--- src/rtl/digit_counter_param_pkg.sv ---
// rtl/digit_counter_param_pkg.sv - shared types and arithmetic helpers for the digit counter
package digit_pkg;

    localparam int ARITH_W = 17;
    typedef logic [ARITH_W-1:0] arith_t;

    localparam arith_t ARITH_ONE = arith_t'(1);
    localparam arith_t ARITH_TWO = arith_t'(2);

    // Net step applied to the digit in one cycle: tick + plus - minus.
    typedef enum logic [1:0] {
        STEP_M1 = 2'd0,
        STEP_0  = 2'd1,
        STEP_P1 = 2'd2,
        STEP_P2 = 2'd3
    } step_e;

    typedef enum logic [1:0] {
        BTN_IDLE   = 2'd0,
        BTN_HOLD   = 2'd1,
        BTN_REPEAT = 2'd2
    } btn_state_e;

    typedef struct packed {
        logic   wrapped_up;
        arith_t value;
    } mod_result_t;

    function automatic int clog2(input int value);
        int r;
        r = 0;
        while ((1 << r) < value) r++;
        if (r < 1) r = 1;
        return r;
    endfunction

    // Offset-domain modular step; span must be at least 2.
    function automatic mod_result_t mod_step(input arith_t off, input step_e step, input arith_t span);
        mod_result_t res;
        arith_t      sum;
        res = '0;
        sum = off;
        case (step)
            STEP_M1: sum = (off == '0) ? (span - ARITH_ONE) : (off - ARITH_ONE);
            STEP_0:  sum = off;
            STEP_P1: sum = off + ARITH_ONE;
            STEP_P2: sum = off + ARITH_TWO;
            default: sum = off;
        endcase
        if ((step == STEP_P1 || step == STEP_P2) && sum >= span) begin
            sum            = sum - span;
            res.wrapped_up = 1'b1;
        end
        res.value = sum;
        return res;
    endfunction

endpackage

--- src/rtl/digit_counter_param_if.sv ---
// rtl/digit_counter_param_if.sv - chaining and editing signals of one display digit
interface digit_counter_param_if #(
    parameter int WIDTH = 4
);
    logic             clkin;
    logic             stopSignal;
    logic             plus;
    logic             minus;
    logic [WIDTH-1:0] dyn_max;
    logic [WIDTH-1:0] digit;
    logic             carry;
    logic             clkout;

    modport master (
        output clkin, stopSignal, plus, minus, dyn_max,
        input  digit, carry, clkout
    );

    modport slave (
        input  clkin, stopSignal, plus, minus, dyn_max,
        output digit, carry, clkout
    );
endinterface

--- src/rtl/digit_counter_param_button_edge_repeat.sv ---
// rtl/digit_counter_param_button_edge_repeat.sv - button synchroniser, press edge and auto-repeat
module button_edge_repeat
    import digit_pkg::*;
#(
    parameter int HOLD_CYCLES   = 2000000,
    parameter int REPEAT_CYCLES = 500000
) (
    input  logic MCLK,
    input  logic resetSignal,
    input  logic i_btn_n,
    output logic o_step
);

    localparam int CNT_W = clog2(HOLD_CYCLES);
    localparam logic [CNT_W-1:0] HOLD_LAST   = CNT_W'(HOLD_CYCLES - 1);
    localparam logic [CNT_W-1:0] REPEAT_LAST = CNT_W'(REPEAT_CYCLES - 1);

    logic             r_sync1;
    logic             r_sync2;
    logic             r_prev;
    btn_state_e       r_state;
    logic [CNT_W-1:0] r_cnt;

    btn_state_e       w_state_next;
    logic [CNT_W-1:0] w_cnt_next;
    logic             w_step;
    logic             w_press;
    logic             w_released;

    assign w_press    = r_prev & ~r_sync2;
    assign w_released = r_sync2;
    assign o_step     = w_step;

    always_ff @(negedge MCLK or negedge resetSignal) begin
        if (!resetSignal) begin
            r_sync1 <= 1'b1;
            r_sync2 <= 1'b1;
            r_prev  <= 1'b1;
            r_state <= BTN_IDLE;
            r_cnt   <= '0;
        end else begin
            r_sync1 <= i_btn_n;
            r_sync2 <= r_sync1;
            r_prev  <= r_sync2;
            r_state <= w_state_next;
            r_cnt   <= w_cnt_next;
        end
    end

    // The press edge is the first step; held time is then measured from it.
    always_comb begin
        w_state_next = r_state;
        w_cnt_next   = r_cnt;
        w_step       = 1'b0;
        case (r_state)
            BTN_IDLE: begin
                if (w_press) begin
                    w_step       = 1'b1;
                    w_state_next = BTN_HOLD;
                    w_cnt_next   = '0;
                end
            end
            BTN_HOLD: begin
                if (w_released) begin
                    w_state_next = BTN_IDLE;
                    w_cnt_next   = '0;
                end else if (r_cnt == HOLD_LAST) begin
                    w_step       = 1'b1;
                    w_state_next = BTN_REPEAT;
                    w_cnt_next   = '0;
                end else begin
                    w_cnt_next = r_cnt + CNT_W'(1);
                end
            end
            BTN_REPEAT: begin
                if (w_released) begin
                    w_state_next = BTN_IDLE;
                    w_cnt_next   = '0;
                end else if (r_cnt == REPEAT_LAST) begin
                    w_step     = 1'b1;
                    w_cnt_next = '0;
                end else begin
                    w_cnt_next = r_cnt + CNT_W'(1);
                end
            end
            default: begin
                w_state_next = BTN_IDLE;
                w_cnt_next   = '0;
            end
        endcase
    end

endmodule

--- src/rtl/digit_counter_param.sv ---
// rtl/digit_counter_param.sv - one display digit: tick counting, manual edit, carry and clkout
module digit_counter_param
    import digit_pkg::*;
#(
    parameter int WIDTH         = 4,
    parameter int MIN_DIGIT     = 0,
    parameter int MAX_DIGIT     = 9,
    parameter int HOLD_CYCLES   = 2000000,
    parameter int REPEAT_CYCLES = 500000
) (
    input  logic                 MCLK,
    input  logic                 resetSignal,
    digit_counter_param_if.slave bus
);

    localparam arith_t           MIN_A = arith_t'(MIN_DIGIT);
    localparam arith_t           MAX_A = arith_t'(MAX_DIGIT);
    localparam logic [WIDTH-1:0] MIN_W = WIDTH'(MIN_DIGIT);

    logic             r_tick_sync1;
    logic             r_tick_sync2;
    logic             r_tick_prev;
    logic [WIDTH-1:0] r_digit;
    logic             r_carry;
    logic             r_clkout;

    logic             w_tick;
    logic             w_plus_step;
    logic             w_minus_step;
    step_e            w_step;
    arith_t           w_dyn;
    arith_t           w_effmax;
    arith_t           w_span;
    arith_t           w_digit_a;
    arith_t           w_off;
    mod_result_t      w_res;
    logic [WIDTH-1:0] w_next_digit;
    logic             w_carry_next;
    logic             w_clkout_next;

    button_edge_repeat #(
        .HOLD_CYCLES  (HOLD_CYCLES),
        .REPEAT_CYCLES(REPEAT_CYCLES)
    ) u_plus (
        .MCLK       (MCLK),
        .resetSignal(resetSignal),
        .i_btn_n    (bus.plus),
        .o_step     (w_plus_step)
    );

    button_edge_repeat #(
        .HOLD_CYCLES  (HOLD_CYCLES),
        .REPEAT_CYCLES(REPEAT_CYCLES)
    ) u_minus (
        .MCLK       (MCLK),
        .resetSignal(resetSignal),
        .i_btn_n    (bus.minus),
        .o_step     (w_minus_step)
    );

    always_ff @(negedge MCLK or negedge resetSignal) begin
        if (!resetSignal) begin
            r_tick_sync1 <= 1'b1;
            r_tick_sync2 <= 1'b1;
            r_tick_prev  <= 1'b1;
        end else begin
            r_tick_sync1 <= bus.clkin;
            r_tick_sync2 <= r_tick_sync1;
            r_tick_prev  <= r_tick_sync2;
        end
    end

    assign w_tick = r_tick_prev & ~r_tick_sync2 & bus.stopSignal;

    always_comb begin
        w_step = STEP_0;
        case ({w_tick, w_plus_step, w_minus_step})
            3'b001:  w_step = STEP_M1;
            3'b010:  w_step = STEP_P1;
            3'b100:  w_step = STEP_P1;
            3'b110:  w_step = STEP_P2;
            3'b111:  w_step = STEP_P1;
            default: w_step = STEP_0;
        endcase
    end

    // A dyn_max below MIN_DIGIT is treated as the degenerate single-value span.
    always_comb begin
        w_dyn    = arith_t'(bus.dyn_max);
        w_effmax = (w_dyn < MAX_A) ? w_dyn : MAX_A;
        if (w_effmax < MIN_A) w_effmax = MIN_A;
        w_span    = w_effmax - MIN_A + ARITH_ONE;
        w_digit_a = arith_t'(r_digit);
        w_off     = w_digit_a - MIN_A;
    end

    always_comb begin
        w_next_digit = r_digit;
        w_carry_next = 1'b0;
        w_res        = '0;
        if (w_digit_a > w_effmax) begin
            w_next_digit = MIN_W;
        end else if (w_span == ARITH_ONE) begin
            w_next_digit = MIN_W;
            w_carry_next = w_tick;
        end else begin
            w_res        = mod_step(w_off, w_step, w_span);
            w_next_digit = WIDTH'(w_res.value + MIN_A);
            w_carry_next = w_tick & w_res.wrapped_up;
        end
        w_clkout_next = (arith_t'(w_next_digit) > (w_effmax >> 1));
    end

    always_ff @(negedge MCLK or negedge resetSignal) begin
        if (!resetSignal) begin
            r_digit  <= MIN_W;
            r_carry  <= 1'b0;
            r_clkout <= 1'b0;
        end else begin
            r_digit  <= w_next_digit;
            r_carry  <= w_carry_next;
            r_clkout <= w_clkout_next;
        end
    end

    assign bus.digit  = r_digit;
    assign bus.carry  = r_carry;
    assign bus.clkout = r_clkout;

endmodule

--- src/flat_wrapper.sv ---
// flat-port wrapper written by rule: the top's interface ports become plain ports
module digit_counter_param_flat import digit_pkg::*;
#(
    parameter int WIDTH         = 4,
    parameter int MIN_DIGIT     = 0,
    parameter int MAX_DIGIT     = 9,
    parameter int HOLD_CYCLES   = 2000000,
    parameter int REPEAT_CYCLES = 500000
)
  (MCLK, resetSignal, bus_clkin, bus_stopSignal, bus_plus, bus_minus, bus_dyn_max, bus_digit, bus_carry, bus_clkout);
  digit_counter_param_if #(.WIDTH(WIDTH)) bus_i ();
  input  logic MCLK;
  input  logic resetSignal;
  input wire logic [$bits(bus_i.clkin)-1:0] bus_clkin;
  input wire logic [$bits(bus_i.stopSignal)-1:0] bus_stopSignal;
  input wire logic [$bits(bus_i.plus)-1:0] bus_plus;
  input wire logic [$bits(bus_i.minus)-1:0] bus_minus;
  input wire logic [$bits(bus_i.dyn_max)-1:0] bus_dyn_max;
  output wire logic [$bits(bus_i.digit)-1:0] bus_digit;
  output wire logic [$bits(bus_i.carry)-1:0] bus_carry;
  output wire logic [$bits(bus_i.clkout)-1:0] bus_clkout;
  assign bus_i.clkin = bus_clkin;
  assign bus_i.stopSignal = bus_stopSignal;
  assign bus_i.plus = bus_plus;
  assign bus_i.minus = bus_minus;
  assign bus_i.dyn_max = bus_dyn_max;
  assign bus_digit = bus_i.digit;
  assign bus_carry = bus_i.carry;
  assign bus_clkout = bus_i.clkout;
  digit_counter_param #(.WIDTH(WIDTH), .MIN_DIGIT(MIN_DIGIT), .MAX_DIGIT(MAX_DIGIT), .HOLD_CYCLES(HOLD_CYCLES), .REPEAT_CYCLES(REPEAT_CYCLES)) u_core (.MCLK(MCLK), .resetSignal(resetSignal), .bus(bus_i));
endmodule
--- config.mk ---
export PLATFORM = sky130hd
export DESIGN_NAME = digit_counter_param_flat
export DESIGN_NICKNAME = d
export VERILOG_FILES = /design/src/rtl/digit_counter_param_pkg.sv /design/src/rtl/digit_counter_param_if.sv /design/src/rtl/digit_counter_param_button_edge_repeat.sv /design/src/rtl/digit_counter_param.sv /design/src/flat_wrapper.sv
export SDC_FILE = /design/constraint.sdc
export NUM_CORES = 1
export LEC_CHECK = 0
export ABC_AREA = 1
export CORE_ASPECT_RATIO = 1.1
export CORE_MARGIN = 1
export CORE_UTILIZATION = 30
export CTS_CLUSTER_DIAMETER = 150
export DETAILED_ROUTE_END_ITERATION = 10
export GPL_TIMING_DRIVEN = 1
export PLACE_DENSITY_LB_ADDON = 0.12
export SLEW_MARGIN = 0
export SYNTH_ARGS = -nofsm -noshare
export SYNTH_HDL_FRONTEND = slang
export SYNTH_SLANG_ARGS = --single-unit
--- constraint.sdc ---
create_clock -name MCLK -period 3.9 [get_ports MCLK]
set_input_delay 0.39 -clock MCLK [delete_from_list [all_inputs] [get_ports MCLK]]
set_output_delay 0.39 -clock MCLK [all_outputs]
set_load 0.05 [all_outputs]
**Word-level counts from Yosys, hierarchy flattened**

Index checks and enable logic that the tools add are counted.

- Bits in registers: 61
- Output and inout bits: 6
- Word-level logic and storage cells: 118

- Add/sub/neg operators: 8
- Order comparisons: 5
- Equality and inequality tests: 23
- Muxes and demuxes: 49
- Bitwise operators: 8
- Reduce and logical (&&, ||, !) cells: 9

Operator list:

| cell | number |
|---|---|
| two-way mux 21 bit | 10 |
| one-hot mux 21 bit (3 select lines) | 2 |
| two-way mux 17 bit | 4 |
| one-hot mux 17 bit (4 select lines) | 1 |
| adder 21 x 1 -> 21 bit (second input constant) | 2 |
| equality test 21 x 19 -> 1 bit (second input constant) | 2 |
| equality test 21 bit (second input constant) | 2 |
| one-hot mux 2 bit (3 select lines) | 3 |
| adder 17 x 1 -> 17 bit (second input constant) | 1 |
| equality test 17 x 1 -> 1 bit (second input constant) | 1 |
| >= comparator 17 bit | 1 |
| > comparator 4 x 17 -> 1 bit | 1 |
| logical NOT 17 bit | 1 |
| < comparator 17 x 1 -> 1 bit (second input constant) | 1 |
| subtractor 17 x 1 -> 17 bit (second input constant) | 1 |
| > comparator 4 x 16 -> 1 bit | 1 |
| two-way mux 2 bit | 8 |
| two-way mux 4 bit | 4 |
| two-way mux 1 bit | 15 |
| equality test 3 bit (second input constant) | 3 |
| equality test 2 bit (second input constant) | 4 |
| != test 2 bit (second input constant) | 4 |
| equality test 2 x 1 -> 1 bit (second input constant) | 3 |
| logical NOT 2 bit | 3 |
| other kinds (15) | 24 |

**Logic depth before layout (Yosys ltp)**

- Depth after elaboration: 19
- Mapped depth: 31
- Depth with buffers taken out: 31

**By module**

A second synthesis with hierarchy kept.

- Cell total of the unflattened synthesis: 617
- Area, all modules: 4,439.3 µm²

Modules (own cells, without submodules):

| module | instances | cells each | area an instance (µm²) | sequential area each (µm²) |
|---|---|---|---|---|
| button_edge_repeat (u_core.u_minus) | 1 | 216 | 1,639.1 | 654.4 |
| button_edge_repeat (u_core.u_plus) | 1 | 223 | 1,595.3 | 654.4 |
| digit_counter_param | 1 | 178 | 1,204.9 | 229.0 |

==> flow_summary_export.csv <==
group,metric,value,unit
timing,setup_ws,-1.20,ns
die,dieArea,14600,µm²
critical_path,critPathKind,"in2reg",
global_route,grt_usage,16.2,%
critical_path,startpoint_type,"input port",
yosys,ys_top_cells_by_area,"dfrtn_1 31%, ha_1 8.8%, nand2_1 7.6%",
critical_path,max_stage_delay,0.29,ns
global_route,antenna_found_initial,0,
power,cellLeakagePower,0.00286,µW
power,p_per_area,518,nW/µm²
min_path,hp-class,"reg2reg",
timing,grt_setup_unrepaired,"yes",
yosys,syn_avg_cell_area,7.68,µm²
cts,clock_sinks,61,
final_layout,syn2layout_area_growth,39.7,%
critical_path,critPathMaxFanout,5,
final_layout,antennaDiodeCount,0,
yosys,synth-edff-count,0,
critical_path,critPathSlowestCell,"ha_1",
critical_path,reg2regPathDepth,30,
route,wire_per_inst,12.4,µm
timing,worstMarginPinSlew,0.617,ns
yosys,yosys.area.top_type,"dfrtn_1",
cts,clk_latency,0.38,ns
placement,portBuffers,15,
cts,numCtsBuffers,9,
final_layout,layout_commonest_cell,"buf_4",
route,initialDrtViolationCount,197,
min_path,min_to,"u_core.u_plus.r_sync2",
placement,place_inst,837,
timing,max_slew_margin,58.9,%
timing,finalSetupViolCount,6,
yosys,ys_types,50,
placement,gp_congestion,0.785,
cts,hold_buffers,0,
cts,clk_path_buf_depth,2,
critical_path,cpMostUsedCell,"inv_2",
yosys,async_flop_share,100,%
placement,dpl.hpwl,8640,µm
die,rows,45,
global_route,grt_pass1_vias,4046,
critical_path,endpoint_kind,"flip-flop",
yosys,synthCells,553,
die,start_util,30.8,%
route,wl,10900,µm
final_layout,design_area,5930,µm²
flow_run,drv_cap,0,
yosys,synth-main-ff-cell,"dfrtn_1",
cts,h-tree-depth,3,
global_route,grt-ovfl-total,0,
cts,clk_pin_slew,0.04,ns
critical_path,required,2.13,ns
route,route.detailed.drc,0,
critical_path,cp.depth,25,
final_layout,instances_no_fill,879,
critical_path,cp_top_family,"compound AO/OA/AOI/OAI gates",
final_layout,fillers,1395,
route,dr.pass1.iters,4,
die,dieHeight,127,µm
critical_path,reg2reg_to,"u_core.bus.clkout",
cts,cts-root-buf,"clkbuf_16",
power,p_total,3080,µW
min_path,min_delay_path_depth,0,
critical_path,critPathArrivalTime,3.34,ns
cts,cts_tree,"yes",
status,status,"finished with violations",
yosys,yosys_warnings,0,
die,dieWidth,115,µm
global_route,grt_pass1_wl,18700,µm
min_path,hp-start,"u_core.u_plus.r_sync1",
placement,placed_area,5380,µm²
final_layout,utilization,43.0,%
final_layout,layout-drive-gt1-share,30.8,%
final_layout,fin_nets,727,
power,ir_drop,0.192,mV
timing,slew_violations,0,
route,ant_nets,0,
yosys,synth_top_area_share,30.6,%
critical_path,reg2reg_slack,-0.01,ns
critical_path,worstReg2RegStart,"u_core.u_minus.r_cnt[0]",
yosys,synth-seq-area-share,36.2,%
die,core,13800,µm²
yosys,ys_ff_latch,61,
timing,hold_viol_final,0,
yosys,synthesis.area,4250,µm²
critical_path,crit_buf_inv,5,
global_route,grt_max_degree,28,
die,io_pins,16,
placement,post-place-ws,-2.13,ns
timing,skew,0.0514,ns
final_layout,layout_common_cells,"101 x buf_4, 87 x inv_1, 80 x nand2_1, 61 x nor2_1, 52 x dfrtn_1",
route,vias,4041,
status,violations,"negative setup slack",
route,routed_via_density,4.60,
==> per-layer routing <==
metal  GRT usage [%]  vias up  wire length (µm)
met1            20.9     1892              5180
met3            2.63       12               274
li1                -     2095                 -
met5               0        -                 0
met2            27.6       42              5310
met4            4.43        0               144
==> worst max-delay path by stage <==
stage,endpoint,startpoint,slack (ns)
final,u_core.bus.clkout,bus_dyn_max[2],-1.20
after global routing,u_core.bus.clkout,bus_dyn_max[2],-1.37
after CTS,u_core.bus.clkout,bus_dyn_max[1],-1.19
after detailed placement,u_core.bus.clkout,bus_dyn_max[2],-2.13
after global placement,u_core.bus.clkout,bus_dyn_max[1],-2.05
after floorplan,u_core.bus.clkout,bus_stopSignal,-1.09
==> through the flow <==
step | TNS, ns | hold slack (ns)
finish | -4.51 | 0.348
global route | -5.30 | 0.349
CTS | -4.22 | 0.349
detailed placement | -9.60 | 0.347
global placement | -9.25 | 0.346
floorplan | -3.01 | 0.345
==> synthesized netlist by cell type, types with 4 or more instances <==
library cell   n
a21oi_1       32
clkbuf_1       4
dfrtn_1       52
dfstp_2        9
ha_1          30
inv_1         84
inv_2         12
nand2_1       86
nand2_2        4
nand2_4        5
nand3_1       44
nand3_2        7
nand4_1       22
nor2_1        64
nor3_1        11
nor4_1         6
o21ai_0       19
o21ai_1        4
xor2_1        12
==> power breakdown <==
part	internal [µW]	leakage (µW)	switching, µW
registers	704	0.000808	56.8
clock network	457	0.000192	339
logic	647	0.00186	873
total	1810	0.00286	1270
==> sequential cells by signal (all words and copies together), names as in the netlist, 2 cells and up <==
name,cells
u_core.u_plus.r_cnt,21
u_core.u_minus.r_cnt,21
u_core.bus.digit,4
u_core.u_plus.r_state,2
u_core.u_minus.r_state,2
==> area by class of cell <==
class / instances / area (µm²) / share of cell area (%)
multi-input cells: 390 / 2500 / 42.1
flip-flops and latches: 61 / 1540 / 25.9
repair buffers: 118 / 972 / 16.4
inverters: 97 / 372 / 6.26
well taps: 188 / 235 / 3.96
clock buffers: 9 / 225 / 3.80
clock inverters: 16 / 95.1 / 1.60
==> worst reg2reg max path: cells and delay by family (launching register included) <==
kind	cells	cell delay, ns
simple gates	15	1.46
compound gates	8	0.97
flops	1	0.41
fa+ha+maj	3	0.68
buf+inv	4	0.22
==> what timing repair did <==
action                                  4_1_cts  5_1_grt
setup buffers                                16        4
pin swaps                                    22       14
endpoints found under the setup margin        6        6
resized for setup                            36       13
==> cell families after synthesis <==
logic type | Yosys count | synth area share [%]
AO/OA/AOI/OAI | 74 | 10.3
XOR/XNOR | 15 | 3.09
adder cells (fa/ha/maj) | 31 | 9.31
buffers and inverters | 103 | 9.25
flip-flops | 61 | 36.2
multiplexers | 1 | 0.265
other | 1 | 0.0883
AND/OR/NAND/NOR | 267 | 31.5
Power figures use the tool's default switching activity.
